File: config.mk
export PLATFORM = sky130hd
export DESIGN_NAME = ram_fifo_ctrl_flat
export DESIGN_NICKNAME = d
export VERILOG_FILES = /design/src/rtl/ram_fifo_ctrl_if.sv /design/src/rtl/ram_fifo_ctrl.sv /design/src/flat_wrapper.sv
export SDC_FILE = /design/constraint.sdc
export NUM_CORES = 1
export LEC_CHECK = 0
export BUFFER_PORTS_ARGS = -buffer_cell sky130_fd_sc_hd__clkbuf_2
export CORE_ASPECT_RATIO = 0.6
export CORE_MARGIN = 5
export CORE_UTILIZATION = 39
export DETAILED_ROUTE_END_ITERATION = 6
export PLACE_DENSITY = 0.78
export SKIP_LAST_GASP = 1
export SLEW_MARGIN = 20
export SYNTH_ARGS = -nofsm -noshare
export SYNTH_HDL_FRONTEND = slang
export SYNTH_SLANG_ARGS = --single-unit
File: constraint.sdc
create_clock -name clk -period 2.5 [get_ports clk]
set_input_delay 0.5 -clock clk [delete_from_list [all_inputs] [get_ports clk]]
set_output_delay 0.5 -clock clk [all_outputs]
set_load 0.01 [all_outputs]
File: src/rtl/ram_fifo_ctrl_if.sv
// FIFO controller bundle: upstream write/read handshake, status flags and the
// dual-port RAM connections (port A write-only, port B read-only).
interface ram_fifo_ctrl_if #(
    parameter int unsigned DATA_W = 8,
    parameter int unsigned ADDR_W = 3
);
    logic              wr_en;
    logic [DATA_W-1:0] wr_data;
    logic              rd_en;
    logic [DATA_W-1:0] rd_data;
    logic              rd_valid;
    logic              full;
    logic              empty;
    logic              almost_full;
    logic              almost_empty;
    logic [ADDR_W:0]   count;
    logic              overflow;
    logic              underflow;
    logic [ADDR_W-1:0] ram_addr_a;
    logic [DATA_W-1:0] ram_data_in_a;
    logic              ram_we_a;
    logic [ADDR_W-1:0] ram_addr_b;
    logic [DATA_W-1:0] ram_data_in_b;
    logic              ram_we_b;
    logic [DATA_W-1:0] ram_data_out_b;

    // User plus RAM side: drives requests and returns RAM read data
    modport master (
        output wr_en, wr_data, rd_en, ram_data_out_b,
        input  rd_data, rd_valid, full, empty, almost_full, almost_empty, count,
               overflow, underflow, ram_addr_a, ram_data_in_a, ram_we_a,
               ram_addr_b, ram_data_in_b, ram_we_b
    );

    modport slave (
        input  wr_en, wr_data, rd_en, ram_data_out_b,
        output rd_data, rd_valid, full, empty, almost_full, almost_empty, count,
               overflow, underflow, ram_addr_a, ram_data_in_a, ram_we_a,
               ram_addr_b, ram_data_in_b, ram_we_b
    );
endinterface

File: src/rtl/ram_fifo_ctrl.sv
// Synchronous FIFO controller around an 8x8 dual-port RAM with a registered
// port-B read; owns pointers, occupancy, flags and error pulses.
module ram_fifo_ctrl #(
    parameter int unsigned DATA_W = 8,
    parameter int unsigned ADDR_W = 3,
    parameter int unsigned AF_TH  = 6,
    parameter int unsigned AE_TH  = 2
) (
    input  logic             clk,
    input  logic             rst,
    ram_fifo_ctrl_if.slave   bus
);
    localparam int unsigned DEPTH = 2 ** ADDR_W;
    localparam int unsigned PTR_W = ADDR_W + 1;
    localparam int unsigned CNT_W = ADDR_W + 1;

    logic [PTR_W-1:0] wr_ptr_q, wr_ptr_d;
    logic [PTR_W-1:0] rd_ptr_q, rd_ptr_d;
    logic [CNT_W-1:0] count_q, count_d;
    logic             rd_valid_q, rd_valid_d;
    logic             overflow_q, overflow_d;
    logic             underflow_q, underflow_d;

    logic full_c, empty_c, wr_acc_c, rd_acc_c;

    // Flags decode from the registered occupancy
    assign full_c  = (count_q == CNT_W'(DEPTH));
    assign empty_c = (count_q == CNT_W'(0));

    // A full FIFO refuses writes and an empty one refuses reads regardless of
    // the other side, so port A and port B never touch the same live entry.
    assign wr_acc_c = bus.wr_en & ~full_c;
    assign rd_acc_c = bus.rd_en & ~empty_c;

    always_comb begin
        wr_ptr_d    = wr_ptr_q;
        rd_ptr_d    = rd_ptr_q;
        count_d     = count_q;
        rd_valid_d  = 1'b0;
        overflow_d  = 1'b0;
        underflow_d = 1'b0;

        wr_ptr_d    = wr_ptr_q + PTR_W'(wr_acc_c);
        rd_ptr_d    = rd_ptr_q + PTR_W'(rd_acc_c);
        count_d     = count_q + CNT_W'(wr_acc_c) - CNT_W'(rd_acc_c);
        rd_valid_d  = rd_acc_c;
        overflow_d  = bus.wr_en & full_c;
        underflow_d = bus.rd_en & empty_c;
    end

    always_ff @(posedge clk or posedge rst) begin
        if (rst) begin
            wr_ptr_q    <= '0;
            rd_ptr_q    <= '0;
            count_q     <= '0;
            rd_valid_q  <= 1'b0;
            overflow_q  <= 1'b0;
            underflow_q <= 1'b0;
        end else begin
            wr_ptr_q    <= wr_ptr_d;
            rd_ptr_q    <= rd_ptr_d;
            count_q     <= count_d;
            rd_valid_q  <= rd_valid_d;
            overflow_q  <= overflow_d;
            underflow_q <= underflow_d;
        end
    end

    // RAM drive: port A writes at the write pointer, port B always reads
    assign bus.ram_we_a      = wr_acc_c;
    assign bus.ram_addr_a    = wr_ptr_q[ADDR_W-1:0];
    assign bus.ram_data_in_a = bus.wr_data;
    assign bus.ram_addr_b    = rd_ptr_q[ADDR_W-1:0];
    assign bus.ram_data_in_b = DATA_W'(0);
    assign bus.ram_we_b      = 1'b0;

    // The RAM's output register supplies the one-cycle read latency
    assign bus.rd_data       = bus.ram_data_out_b;
    assign bus.rd_valid      = rd_valid_q;

    assign bus.count         = count_q;
    assign bus.full          = full_c;
    assign bus.empty         = empty_c;
    assign bus.almost_full   = (count_q >= CNT_W'(AF_TH));
    assign bus.almost_empty  = (count_q <= CNT_W'(AE_TH));
    assign bus.overflow      = overflow_q;
    assign bus.underflow     = underflow_q;
endmodule

File: src/flat_wrapper.sv
// flat-port wrapper written by rule: the top's interface ports become plain ports
module ram_fifo_ctrl_flat 
#(
    parameter int unsigned DATA_W = 8,
    parameter int unsigned ADDR_W = 3,
    parameter int unsigned AF_TH  = 6,
    parameter int unsigned AE_TH  = 2
)
  (clk, rst, bus_wr_en, bus_wr_data, bus_rd_en, bus_ram_data_out_b, bus_rd_data, bus_rd_valid, bus_full, bus_empty, bus_almost_full, bus_almost_empty, bus_count, bus_overflow, bus_underflow, bus_ram_addr_a, bus_ram_data_in_a, bus_ram_we_a, bus_ram_addr_b, bus_ram_data_in_b, bus_ram_we_b);
  ram_fifo_ctrl_if #(.DATA_W(DATA_W), .ADDR_W(ADDR_W)) bus_i ();
  input  logic clk;
  input  logic rst;
  input wire logic [$bits(bus_i.wr_en)-1:0] bus_wr_en;
  input wire logic [$bits(bus_i.wr_data)-1:0] bus_wr_data;
  input wire logic [$bits(bus_i.rd_en)-1:0] bus_rd_en;
  input wire logic [$bits(bus_i.ram_data_out_b)-1:0] bus_ram_data_out_b;
  output wire logic [$bits(bus_i.rd_data)-1:0] bus_rd_data;
  output wire logic [$bits(bus_i.rd_valid)-1:0] bus_rd_valid;
  output wire logic [$bits(bus_i.full)-1:0] bus_full;
  output wire logic [$bits(bus_i.empty)-1:0] bus_empty;
  output wire logic [$bits(bus_i.almost_full)-1:0] bus_almost_full;
  output wire logic [$bits(bus_i.almost_empty)-1:0] bus_almost_empty;
  output wire logic [$bits(bus_i.count)-1:0] bus_count;
  output wire logic [$bits(bus_i.overflow)-1:0] bus_overflow;
  output wire logic [$bits(bus_i.underflow)-1:0] bus_underflow;
  output wire logic [$bits(bus_i.ram_addr_a)-1:0] bus_ram_addr_a;
  output wire logic [$bits(bus_i.ram_data_in_a)-1:0] bus_ram_data_in_a;
  output wire logic [$bits(bus_i.ram_we_a)-1:0] bus_ram_we_a;
  output wire logic [$bits(bus_i.ram_addr_b)-1:0] bus_ram_addr_b;
  output wire logic [$bits(bus_i.ram_data_in_b)-1:0] bus_ram_data_in_b;
  output wire logic [$bits(bus_i.ram_we_b)-1:0] bus_ram_we_b;
  assign bus_i.wr_en = bus_wr_en;
  assign bus_i.wr_data = bus_wr_data;
  assign bus_i.rd_en = bus_rd_en;
  assign bus_i.ram_data_out_b = bus_ram_data_out_b;
  assign bus_rd_data = bus_i.rd_data;
  assign bus_rd_valid = bus_i.rd_valid;
  assign bus_full = bus_i.full;
  assign bus_empty = bus_i.empty;
  assign bus_almost_full = bus_i.almost_full;
  assign bus_almost_empty = bus_i.almost_empty;
  assign bus_count = bus_i.count;
  assign bus_overflow = bus_i.overflow;
  assign bus_underflow = bus_i.underflow;
  assign bus_ram_addr_a = bus_i.ram_addr_a;
  assign bus_ram_data_in_a = bus_i.ram_data_in_a;
  assign bus_ram_we_a = bus_i.ram_we_a;
  assign bus_ram_addr_b = bus_i.ram_addr_b;
  assign bus_ram_data_in_b = bus_i.ram_data_in_b;
  assign bus_ram_we_b = bus_i.ram_we_b;
  ram_fifo_ctrl #(.DATA_W(DATA_W), .ADDR_W(ADDR_W), .AF_TH(AF_TH), .AE_TH(AE_TH)) u_core (.clk(clk), .rst(rst), .bus(bus_i));
endmodule
# == After elaboration in Yosys (flattened, before gate mapping) ==
# Index checks and enable logic that the tools add are counted.
# totals
ramBits,0
output_inout_bits,43
latchBits,0
reg_bits,15
memories,0
wordCells,20
mem_bits_ro,0
# classes
mul,0
order_cmp,2
reduce_logical,1
n_mux,0
n_div,0
n_eq_ne,1
n_addsub,4
n_shift,0
bitwise,6
# op_table
op,n
$add A4 B1 Y4,3
$and A1 B1 Y1,4
$eq A4 B4 Y1 const B,1
$ge A4 B3 Y1 const B,1
$le A4 B2 Y1 const B,1
$logic_not A4 Y1,1
$sub A4 B1 Y4,1
$not A1 Y1,2

# == Depth between registers and ports, before layout ==
# Gate-level depths: netlist of run 1.
# depth
ltp_word,5
ltp_mapped,9

# == Worst setup path after synthesis of run 1 ==
# No wires, ideal clock.
# synth_timing
path_type,flip-flop to flip-flop
start,register u_core.count_q[2] (netlist: u_core.bus.count[2])
end,register u_core.count_q[2] (netlist: u_core.bus.count[2])
arrival_time_ns,1.887
period_less_slack_ns,2.009
setup_ns,0.123
path_stages_with_launch,9
slack_ns,0.491
path_cell_list,dfrtp_1 inv_1 ha_1 and3_4 nor2b_1 ha_1 inv_1 fa_1 xnor2_1
# synth_via
elab_chain_cells,5
word_cells_on_any_way,8
classes_between,2 x add/sub; 1 x eq/ne; 4 x bitwise; 1 x reduce/logical
# synth_rtl
item,line,source
start: declaration,ram_fifo_ctrl.sv:19,"logic [CNT_W-1:0] count_q, count_d;"
start signal: assignment,ram_fifo_ctrl.sv:62,count_q <= count_d;
$eq A4 B4 Y1,ram_fifo_ctrl.sv:27,assign full_c = (count_q == CNT_W'(DEPTH));
via bus_full,flat_wrapper.sv:19,output wire logic [$bits(bus_i.full)-1:0] bus_full;
$not A1 Y1,ram_fifo_ctrl.sv:32,assign wr_acc_c = bus.wr_en & ~full_c;
$and A1 B1 Y1,ram_fifo_ctrl.sv:32,
via bus_ram_we_a,flat_wrapper.sv:28,output wire logic [$bits(bus_i.ram_we_a)-1:0] bus_ram_we_a;
$add A4 B1 Y4,ram_fifo_ctrl.sv:45,count_d = count_q + CNT_W'(wr_acc_c) - CNT_W'(rd_acc_c);
$sub A4 B1 Y4,ram_fifo_ctrl.sv:45,
via u_core.count_d[2],ram_fifo_ctrl.sv:19,
# The timed path passes the listed nets, and every way through them passes these cells.

# == Final worst setup path of run 1 ==
# layout_timing
start,register u_core.count_q[2] (netlist: u_core.bus.count[2])
end,output port bus_ram_we_a
# layout_via
elab_chain_cells,3
# layout_rtl
item,line
$eq A4 B4 Y1,ram_fifo_ctrl.sv:27
$not A1 Y1,ram_fifo_ctrl.sv:32
$and A1 B1 Y1,ram_fifo_ctrl.sv:32
end: declaration,flat_wrapper.sv:28
# No other way between the ends.

==> flow_metrics.py, run 1 <==
metrics = {
    "die": {
        "die_area_um2": 3250,
        "io-pin-count": 63,
        "die_w_um": 70.35,
        "fp.dieH_um": 46.21,
        "initial_utilization_pct": 39.99,
        "coreArea_um2": 2131,
        "rows": 13,
    },
    "worst_hold_path": {
        "min_path_type": "in2async",
    },
    "routing": {
        "antenna_left": 0,
        "wirelength_mm": 1.330,
        "viasPerCell": 4.120,
        "vias": 482,
        "wl_per_cell_um": 11.37,
        "drtIter0Drc": 6,
        "drtPass1Iterations": 3,
        "drc": 0,
    },
    "clock_network": {
        "cts_setup_buffers": 0,
        "clkTransAtPathRegs_ns": 0.05,
        "cts_resized": 0,
        "clockRootBuffer": "clkbuf_8",
        "clock_latency_ns": 0.24,
        "cts_made_buffers": 3,
        "htree_levels": 1,
        "cts_tree": "yes",
        "cts.sinks": 13,
        "clock_path_buffers": 2,
        "hold_buffers": 0,
    },
    "pwr": {
        "power.density_nw_per_um2": 1295,
        "ir_drop_v": 0.0003263,
        "total_power_uw": 1142,
        "p_leak_uw": 0.0004977,
    },
    "global_routing": {
        "grt_max_degree": 14,
        "top_usage_layer": "met2",
        "grt_use_met3_pct": 4.139,
        "grt_util_met2_pct": 15.61,
        "track_usage_pct": 8.899,
        "gr-usage-met1_pct": 9.379,
        "grt_pass1_wl_mm": 2.187,
        "antenna_found_initial": 0,
        "gr-total-overflow": 0,
        "first_global_vias": 480,
    },
    "sta": {
        "min_period_ns": 1.970,
        "hold_ws_ns": 0.2501,
        "finalCritPeriodShare_pct": 78.82,
        "fin_tns_setup_ns": 0,
        "max_freq_mhz": 507.5,
        "hold_viol": 0,
        "finClkSkew_ns": 0.001180,
        "rsz0062_at_grt": "false",
        "slew_violations": 0,
        "setup_violations": 0,
    },
    "setup_path": {
        "r2r-start": "u_core.bus.count[2]",
        "end_kind": "output port",
        "crit_type": "reg2out",
        "worstPathArrival_ns": 1.47,
        "start_kind": "flip-flop",
        "crit_path_max_fanout": 4,
        "reg2reg_slack_ns": 0.53,
        "crit_path_start": "u_core.bus.count[2]",
        "required_ns": 2.00,
    },
    "placed_design": {
        "place.gp.congestion": 0.7154,
        "dpl.hpwl_mm": 1.103,
        "io_buffers": 21,
    },
    "synth": {
        "yosysWarnings": 0,
        "ys_seq_elements": 13,
        "synth_cell_types": 22,
        "yosys.area.top_type_share_pct": 38.18,
        "synth_cells": 79,
        "synth_most_common_cell": "buf_4",
        "ys_top_cells_by_area": "dfrtp_1 (38%), buf_4 (22%), ha_1 (15%), xor2_1 (4.1%), inv_1 (3.5%)",
        "syn_area_um2": 852.1,
        "async_flop_share_pct": 100.0,
        "ys_top_cells_by_count": "buf_4 (25), dfrtp_1 (13), ha_1 (10)",
        "ys.flop_type": "dfrtp_1",
        "synth_edf_count": 0,
        "synth.yosys.seq_area_share_pct": 38.18,
        "syn_avg_cell_area_um2": 10.79,
        "yosys.area.top_type": "dfrtp_1",
    },
    "final_layout": {
        "area_growth_pct": 3.524,
        "regArea_um2": 325.3,
        "diodes": 0,
        "layout-drive-gt1-share_pct": 32.18,
        "fin_nets": 119,
        "multi_input_area_um2": 339.1,
        "fill_cells": 211,
    },
    "status": {
        "status": "completed",
    },
    "run": {
        "cap_violations": 0,
    },
}
==> state kept, by name, indices dropped and copies added (netlist names) <==
signal                flops
u_core.bus.rd_valid       1
u_core.wr_ptr_q           3
u_core.bus.underflow      1
u_core.bus.overflow       1
u_core.rd_ptr_q           3
u_core.bus.count          4
==> cell families (layout without fill, tap and decap cells) <==
logic type      Yosys count  after routing  synth area share, %
fa+ha+maj                11             11                17.03
buf+inv                  33             33                25.55
flops                    13             13                38.18
compound gates            5              5                4.991
simple gates             11             11                8.664
other cells               1              9               0.4401
xor+xnor                  5              5                5.139
==> worst max-delay path, stage by stage (launching register included) <==
cell,delay (ns)
dfrtp_1,0.36
inv_1,0.09
ha_1,0.20
and3_4,0.17
nor2b_1,0.23
clkbuf_2,0.19
==> stage by stage <==
step | area [um2] | std cells | setup WS [ns] | util, %
2_1_floorplan | 882.1 | 87 | 0.4908 | -
3_3_place_gp | 837.1 | 113 | 0.5954 | 39.28
3_5_place_dp | 837.1 | 113 | 0.5212 | 39.28
4_1_cts | 882.1 | 117 | 0.4856 | 41.40
5_1_grt | 882.1 | 117 | 0.3561 | 41.40
6_report | 882.1 | 117 | 0.5295 | 41.40
==> cell type report <==
| cell class | instances | area share [%] |
|---|---|---|
| multi-input combinational | 41 | 38.44 |
| sequential | 13 | 36.88 |
| timing repair buffer | 21 | 11.91 |
| clock buffer | 4 | 5.106 |
| tap | 30 | 4.255 |
| inverter | 8 | 3.404 |
==> worst paths after layout <==
path,cells after the start,to
max,5,bus_ram_we_a
min,2,u_core.bus.overflow
max reg2reg,8,u_core.bus.count[1]
min reg2reg,1,u_core.rd_ptr_q[2]
max in group asynchronous,2,u_core.bus.count[3]
min in group clk,1,u_core.rd_ptr_q[2]
==> report_power, final <==
group | switching, uW | internal, uW
registers | 77.0 | 311
clock network | 67.2 | 112
logic | 313 | 262
==> metal layers <==
metal,up-vias,share of wire (%)
met5,-,0
met4,0,1.6
met3,4,11
met2,21,48
met1,228,40
li1,229,-
==> cells in the final DEF (no fill, tap or decap), types with 3 or more instances in the layout <==
| cell type | n |
|---|---|
| clkbuf_8 | 3 |
| xor2_1 | 4 |
| clkbuf_2 | 21 |
| dfrtp_1 | 13 |
| ha_1 | 10 |
| conb_1 | 9 |
| inv_1 | 8 |
| nand2_1 | 3 |
No activity file was read; power rests on OpenSTA's default activity.
==> inputs of run 2 (changes only) <==
--- a/config.mk
+++ b/config.mk
@@ -5,12 +5,13 @@
 export SDC_FILE = /design/constraint.sdc
 export NUM_CORES = 1
 export LEC_CHECK = 0
+export ABC_AREA = 1
 export BUFFER_PORTS_ARGS = -buffer_cell sky130_fd_sc_hd__clkbuf_2
 export CORE_ASPECT_RATIO = 0.6
 export CORE_MARGIN = 5
-export CORE_UTILIZATION = 39
+export CORE_UTILIZATION = 36
 export DETAILED_ROUTE_END_ITERATION = 6
-export PLACE_DENSITY = 0.78
+export PLACE_DENSITY = 0.75
 export SKIP_LAST_GASP = 1
 export SLEW_MARGIN = 20
 export SYNTH_ARGS = -nofsm -noshare
==> constraint.sdc (replaced) <==
create_clock -name clk -period 1.7 [get_ports clk]
set_input_delay 0.34 -clock clk [delete_from_list [all_inputs] [get_ports clk]]
set_output_delay 0.34 -clock clk [all_outputs]
set_load 0.01 [all_outputs]
==> run 2 against run 1 <==
Against the previous run: final cell count up 21%; global-route usage up 0.87 points; die area up 9.9%; highest routed layer unchanged.
==> flow_metrics.py, run 2 <==
metrics = {
    "clock_network": {
        "clkTransAtPathRegs_ns": 0.05,
        "cts.sinks": 13,
        "clock_path_buffers": 2,
        "htree_levels": 1,
        "cts_tree": "yes",
        "cts_made_buffers": 3,
        "clockRootBuffer": "clkbuf_8",
        "clock_latency_ns": 0.24,
        "hold_buffers": 0,
    },
    "global_routing": {
        "grt_max_degree": 14,
        "grt_util_met2_pct": 17.50,
        "gr-total-overflow": 0,
        "antenna_found_initial": 0,
        "track_usage_pct": 9.766,
        "first_global_vias": 574,
        "grt_use_met3_pct": 4.321,
        "grt_pass1_wl_mm": 2.697,
        "gr-usage-met1_pct": 10.33,
        "top_usage_layer": "met2",
    },
    "synth": {
        "ys_seq_elements": 13,
        "syn_avg_cell_area_um2": 9.189,
        "synth_most_common_cell": "buf_4",
        "synth_edf_count": 0,
        "synth_cells": 96,
        "ys.flop_type": "dfrtp_1",
        "synth_cell_types": 17,
        "ys_top_cells_by_area": "dfrtp_1 (37%), buf_4 (21%), ha_1 (14%), inv_1 (6.0%), nand2_1 (6.0%)",
        "yosys.area.top_type_share_pct": 36.88,
        "syn_area_um2": 882.1,
        "async_flop_share_pct": 100.0,
        "yosys.area.top_type": "dfrtp_1",
        "synth.yosys.seq_area_share_pct": 36.88,
        "yosysWarnings": 0,
        "ys_top_cells_by_count": "buf_4 (25), inv_1 (14), nand2_1 (14)",
    },
    "sta": {
        "max_freq_mhz": 590.7,
        "finalCritPeriodShare_pct": 99.58,
        "finClkSkew_ns": 0.005009,
        "slew_violations": 0,
        "min_period_ns": 1.693,
        "setup_violations": 0,
        "fin_tns_setup_ns": 0,
        "rsz0062_at_grt": "true",
        "worst_slack_ns": 0.007089,
        "hold_viol": 0,
    },
    "setup_path": {
        "crit_chain": "inv_2 -> ha_4 -> nand2_4 -> nand3_4 -> nand2_4 -> ha_4 -> inv_2 -> fa_2 -> inv_1",
        "crit_path_max_fanout": 4,
        "required_ns": 1.84,
        "cp_slowest_cell": "fa_2",
        "crit_type": "reg2reg",
        "end_kind": "flip-flop",
        "start_kind": "flip-flop",
        "crit_family": "adder cells",
        "worstPathArrival_ns": 1.83,
        "cp_num_buf_inv": 3,
        "cpPeakStageDelay_ns": 0.52,
    },
    "routing": {
        "drtPass1Iterations": 4,
        "wirelength_mm": 1.632,
        "vias": 568,
        "antenna_left": 0,
        "viasPerCell": 4.000,
        "drc": 0,
        "drtIter0Drc": 15,
        "wl_per_cell_um": 11.49,
    },
    "final_layout": {
        "final_common_cell": "clkbuf_2",
        "largest_reg_flops": 4,
        "layout-drive-gt1-share_pct": 44.64,
        "diodes": 0,
        "fin_nets": 144,
        "fill_cells": 203,
        "area_growth_pct": 20.28,
        "layout_common_cells": "clkbuf_2 (20), nand2_1 (12), dfrtp_1 (12)",
    },
    "status": {
        "status": "completed",
    },
    "die": {
        "initial_utilization_pct": 39.30,
        "die_area_um2": 3573,
        "rows": 13,
        "io-pin-count": 63,
        "fp.dieH_um": 48.34,
        "die_w_um": 73.91,
        "coreArea_um2": 2245,
    },
    "run": {
        "cap_violations": 0,
    },
    "placed_design": {
        "post-place-ws_ns": 0.004713,
        "io_buffers": 21,
        "dpl.hpwl_mm": 1.372,
        "place.gp.congestion": 0.7457,
    },
    "pwr": {
        "p_leak_uw": 0.0006139,
        "ir_drop_v": 0.0005935,
        "power.density_nw_per_um2": 1917,
    },
    "worst_hold_path": {
        "min_path_type": "in2async",
    },
}
[run 2: cell count changes after synthesis, sizes merged, moves of 2 or more]
| cell | change |
|---|---|
| and2 | -2 |
| xor2 | -2 |
| nand3 | +3 |
| inv | +7 |
| nor2 | +5 |
| nand2 | +14 |
[run 2: power by group]
| group | internal (uW) | total, uW | switching (uW) | leakage (uW) |
|---|---|---|---|---|
| clock network | 165 | 263 | 98.0 | 0.0000228 |
| registers | 458 | 564 | 106 | 0.000156 |
| logic | 549 | 1210 | 659 | 0.000435 |
[run 2: routing by layer]
layer | up-vias | wire [um]
met3 | 5 | 150
li1 | 281 | -
met2 | 21 | 895
met5 | - | 0
met4 | 0 | 14
met1 | 261 | 572
[run 2: logic make-up after synthesis]
family / count (synthesis) / synth area share [%]
buffers and inverters: 40 / 27.66
and+or+nand+nor: 28 / 15.60
DFF: 13 / 36.88
adders and majority gates: 11 / 16.45
xor gates and xnor gates: 3 / 2.979
other: 1 / 0.4251
[run 2: what timing repair did]
action / CTS / global route
pin swaps: 1 / 1
setup buffers: 0 / 2
gates resized for setup: 2 / 6
endpoints found under the hold margin: 0 / 0
endpoints found under the setup margin: 1 / 4
cloned: 0 / 0
[run 2: per-stage QoR]
stage	hold WS [ns]	area, um2	util [%]	power (uW)	instances
after global placement	0.3558	965.9	43.03	1616	136
final	0.09629	1061	47.27	2034	142
after detailed placement	0.3636	965.9	43.03	1709	136
after CTS	0.1051	1023	45.60	2004	140
after global routing	0.1549	1061	47.27	2223	142
after floorplan	0.2169	965.9	-	1307	104
[run 2: worst register-to-register path, stage by stage, from the launching register on]
cell,delay (ns)
dfrtp_1,0.36
inv_2,0.09
ha_4,0.18
nand2_4,0.08
nand3_4,0.08
nand2_4,0.09
ha_4,0.13
inv_2,0.03
fa_2,0.52
inv_1,0.04
[run 2: area by class of cell]
type	count	area [um2]	share of cell area, %
clock buffers	4	45.04	4.245
inverters	15	58.81	5.542
multi-input cells	51	417.9	39.39
flip-flops and latches	13	326.6	30.78
well taps	30	37.54	3.538
repair buffers	29	175.2	16.51
[run 2: path summary, 6_finish.rpt]
kind,from,to,slack [ns],depth (start not counted)
worst min register to register,u_core.rd_ptr_q[2],u_core.rd_ptr_q[2],0.46,1
worst min-delay path,rst,u_core.rd_ptr_q[0],0.1,2
worst max-delay path,u_core.bus.count[2],u_core.bus.count[1],0.007,9
max in group asynchronous,rst,u_core.bus.count[3],1.24,2
min in group clk,bus_wr_en,u_core.bus.overflow,0.38,3
worst max register to register,u_core.bus.count[2],u_core.bus.count[1],0.007,9
